## config.mk

```make
export PLATFORM = sky130hd
export DESIGN_NAME = req_encoder
export DESIGN_NICKNAME = d
export VERILOG_FILES = /design/src/rtl/req_encoder.sv
export SDC_FILE = /design/constraint.sdc
export NUM_CORES = 1
export LEC_CHECK = 0
export BUFFER_PORTS_ARGS = -buffer_cell sky130_fd_sc_hd__buf_2
export CORE_MARGIN = 2
export CORE_UTILIZATION = 50
export DETAILED_ROUTE_END_ITERATION = 10
export HOLD_SLACK_MARGIN = 0.02
export PLACE_DENSITY_LB_ADDON = 0.3
export SYNTH_ARGS = -nofsm -noshare
export SYNTH_HDL_FRONTEND = slang
export SYNTH_SLANG_ARGS = --single-unit
```

## constraint.sdc

```tcl
create_clock -name clk -period 9.8 [get_ports clk]
set_input_delay 0.49 -clock clk [delete_from_list [all_inputs] [get_ports clk]]
set_output_delay 0.49 -clock clk [all_outputs]
set_load 0.1 [all_outputs]
```

## src/rtl/req_encoder.sv

```systemverilog
// Captures a multi-hot request vector and emits one binary index per accepted code,
// in priority order. Codes appear 1 cycle after capture. A stalled code_ready holds the current code.
module req_encoder #(
  parameter bit LSB_FIRST = 1'b1
) (
  input  logic       clk,
  input  logic       rst,
  input  logic [7:0] req,
  input  logic       req_valid,
  output logic       req_ready,
  output logic [2:0] code,
  output logic       code_valid,
  input  logic       code_ready,
  output logic [3:0] pending,
  output logic       done,
  output logic       empty
);

  typedef enum logic {IDLE, EMIT} state_t;

  state_t     state;
  logic [7:0] pend_q;
  logic [7:0] pend_cleared;

  function automatic logic [2:0] prio(input logic [7:0] v);
    logic [2:0] idx;
    idx = '0;
    if (LSB_FIRST) begin
      for (int i = 7; i >= 0; i--) begin
        if (v[i]) idx = 3'(i);
      end
    end else begin
      for (int i = 0; i < 8; i++) begin
        if (v[i]) idx = 3'(i);
      end
    end
    return idx;
  endfunction

  function automatic logic [3:0] popcnt(input logic [7:0] v);
    logic [3:0] n;
    n = '0;
    for (int i = 0; i < 8; i++) n = n + 4'(v[i]);
    return n;
  endfunction

  // Outputs are registered, so the next code is looked up from the post-handshake vector.
  assign pend_cleared = pend_q & ~(8'd1 << code);
  assign req_ready    = (state == IDLE);

  always_ff @(posedge clk or posedge rst) begin
    if (rst) begin
      state      <= IDLE;
      pend_q     <= '0;
      code       <= '0;
      code_valid <= 1'b0;
      pending    <= '0;
      done       <= 1'b0;
      empty      <= 1'b0;
    end else begin
      done  <= 1'b0;
      empty <= 1'b0;
      case (state)
        IDLE: begin
          if (req_valid) begin
            pend_q  <= req;
            pending <= popcnt(req);
            if (req != 8'd0) begin
              state      <= EMIT;
              code       <= prio(req);
              code_valid <= 1'b1;
            end else begin
              empty <= 1'b1;
            end
          end
        end
        EMIT: begin
          if (code_ready) begin
            pend_q  <= pend_cleared;
            pending <= popcnt(pend_cleared);
            if (pend_cleared != 8'd0) begin
              code <= prio(pend_cleared);
            end else begin
              state      <= IDLE;
              code       <= '0;
              code_valid <= 1'b0;
              done       <= 1'b1;
            end
          end
        end
        default: state <= IDLE;
      endcase
    end
  end

endmodule

```

==> results.sh <==
export IMPL_globalRouteMet2Util=0.343
export IMPL_gpl_congestion=0.927
export IMPL_slowest_delay_ps=660
export IMPL_post_route_insts_no_fill=240
export IMPL_post_synth_instance_area_um2=1590
export IMPL_cp_arrival_ps=4290
export IMPL_worstPathMaxFanout=15
export IMPL_grt_usage=0.225
export IMPL_seq_cell_area_um2=475
export IMPL_final_nets=225
export IMPL_timing_fmax_mhz=247
export IMPL_clock_tree_root_cell="clkbuf_4"
export IMPL_yosys_warnings=0
export IMPL_ctsHtreeMaxLevel=1
export IMPL_syn2layout_area_growth_pct=9.19
export IMPL_antenna_cells=0
export IMPL_vias=1336
export IMPL_result_of_the_run="completed"
export IMPL_cp_num_buf_inv=5
export IMPL_post_place_cells=236
export IMPL_place_port_buffers=22
export IMPL_critPathCaptureType="flop"
export IMPL_critical_path_slowest_cell="dfrtp_1"
export IMPL_remaining_drc_errors=0
export IMPL_cts_root_to_sink_buffers=2
export IMPL_clock_sinks=19
export IMPL_core_area_um2=3050
export IMPL_fin_crit_sh=0.413
export IMPL_globalRoute_busiestLayer="met2"
export IMPL_cpLargestDelayFamily="adder cells"
export IMPL_final_fill_count=292
export IMPL_setup_viol_count_final=0
export IMPL_drtAntennaViolNets=0
export IMPL_die_area_um2=3650
export IMPL_wl_um=3530
export IMPL_dr_wl_cell_um=14.7
export IMPL_floorplan_rows=20
export IMPL_route_detailed_vias_per_inst=5.57
export IMPL_drtIter0Drc=75
export IMPL_first_pass_grt_wire_length_um=5940
export IMPL_period_needed_ps=4050
export IMPL_primary_flip_flop_cell_chosen_by_synthesis_mapping="dfrtp_1"
export IMPL_worst_setup_path_start_kind="flop"
export IMPL_async_flop_share=1.00
export IMPL_syn_mean_instance_area_um2=9.00
export IMPL_die_extent_in_x_um=60.4
export IMPL_hold_path_class="primary input to async pin"
export IMPL_cts_hold_repair_buffers=0
export IMPL_critPathKind="flop to flop"
export IMPL_netlist_cell_type_count=48
export IMPL_synth_edf_count=0
export IMPL_worstPathRequired_ps=10030
export IMPL_grt_pass1_vias=1253
export IMPL_grt_setup_unrepaired="no"
export IMPL_timing_clock_skew_ps=1.19
export IMPL_timing_critical_path_cells="inv_1 > o31ai_1 > inv_1 > fa_1 > inv_1 > fa_1 > fa_1 > inv_1 > ha_1 > inv_1 > fa_1 > xor2_1 > nand2_1 > o21ai_0 > a21oi_1"
export IMPL_hpwl_um=2840
export IMPL_final_layout_size_suffix_gt1_frac=0.189
export IMPL_synth_seq_cells=19
export IMPL_clkLatencyLatePin_ps=300
export IMPL_firstDrtPassIters=4
export IMPL_area_taken_by_multi_input_logic_gates_um2=960
export IMPL_worst_slew_pin_transition_ps=727
export IMPL_postSynthNetCount=205
export IMPL_cts_repair_timing_setup_buffer_count=0
export IMPL_synth_yosys_seq_area_share=0.299
export IMPL_gr_ovfl_total=0
export IMPL_crit_top_cell="inv_1"
export IMPL_antenna_found_initial=0
export IMPL_postSynthCellCount=177
export IMPL_cts_resized=0
export IMPL_die_height_um=60.4
export IMPL_report_final_slew_viol_count=0
export IMPL_grt_met1_use=0.334
export IMPL_fin_setup_tns_ps=0
export IMPL_hold_viol=0
export IMPL_max_cap_viol_count=0
export IMPL_clock_tree_from_tritoncts="yes"
export IMPL_cts_reportedPaths_clkPinSlew_ps=100
export IMPL_cts_made_buffers=3
export IMPL_met3_usage=0.0192
export IMPL_initial_utilization=0.522
export IMPL_pin_count=23
export IMPL_worst_slew_margin_rel=0.515
export IMPL_grt_max_degree=20
## kinds of logic after synthesis
group | after synthesis | synth area share
flops | 19 | 0.299
mux | 5 | 0.0338
compound gates | 52 | 0.236
xor+xnor | 2 | 0.0110
simple gates | 46 | 0.158
fa+ha+maj | 16 | 0.163
buf+inv | 37 | 0.0990
## sequential cells by signal, indices dropped and copies added, names as in the netlist
signal	cells
code_valid	1
pending	4
empty	1
done	1
code	3
state	1
pend_q	8
## cell type report
type / instances / area share
Tap cell: 44 / 0.0317
Inverter: 30 / 0.0647
Clock buffer: 4 / 0.0151
Multi-Input combinational cell: 121 / 0.552
Sequential cell: 19 / 0.273
Timing Repair Buffer: 22 / 0.0633
## worst paths after layout
kind / slack (ps) / endpoint / startpoint / cells after the start
setup reg to reg: 5750 / pending[2] / code[0] / 15
max in group asynchronous: 9060 / pend_q[5] / rst / 2
hold reg to reg: 490 / code_valid / code_valid / 1
hold / removal: 290 / done / rst / 2
setup / recovery: 5750 / pending[2] / code[0] / 15
min in group clk: 490 / code_valid / code_valid / 1
## metrics by stage
stage	setup WS (ps)	instance area (um^2)	hold WS, ps	util
after global placement	5930	1710	461	0.561
after floorplan	5550	1590	441	-
after CTS	5720	1740	307	0.570
after global routing	5470	1740	346	0.570
final	5750	1740	289	0.570
after detailed placement	5740	1710	467	0.561
## cells in the final DEF, fill, tap and decap left out, types with 3 or more instances in the layout
cell type  netlist  routed
a31oi_1          3       3
o22ai_1          4       4
o31ai_1          3       3
buf_2            0      22
inv_1           28      28
nand2b_1         3       3
o21ai_0          8       8
fa_1             8       8
mux2_1           3       3
nor2b_1          3       3
clkbuf_4         0       3
nor3_1           3       3
ha_1             8       8
a211oi_1         3       3
dfrtp_1         19      19
nand2_1         13      13
a21oi_1         11      11
nor2_1          13      13
## layer usage
metal	vias up	routed length, um
met5	-	0
met1	632	1580
met3	5	242
met2	50	1640
met4	0	68
li1	649	-
## Yosys cell counts, drive strengths merged, types with 2 or more instances
| cell type | instances | area, um^2 |
|---|---|---|
| ha | 8 | 100 |
| nand2b | 4 | 32.5 |
| dfrtp | 19 | 475 |
| a31oi | 4 | 31.3 |
| nor3 | 3 | 15.0 |
| o22ai | 4 | 25.0 |
| o31ai | 3 | 22.5 |
| a22oi | 2 | 15.0 |
| o22a | 2 | 17.5 |
| o221ai | 2 | 17.5 |
| inv | 30 | 113 |
| a211oi | 3 | 22.5 |
| or2 | 2 | 12.5 |
| buf | 3 | 30.0 |
| nand3 | 2 | 10.0 |
| nand2 | 13 | 48.8 |
| mux2i | 2 | 20.0 |
| o221a | 2 | 22.5 |
| o21ai | 9 | 56.3 |
| nor2b | 4 | 27.5 |
| nor2 | 13 | 48.8 |
| and2 | 2 | 12.5 |
| clkbuf | 4 | 15.0 |
| a21oi | 11 | 55.1 |
| mux2 | 3 | 33.8 |
| fa | 8 | 160 |
Power is not shown: default switching activity piles up to over one toggle a cycle in this logic, so the estimate is an artifact.
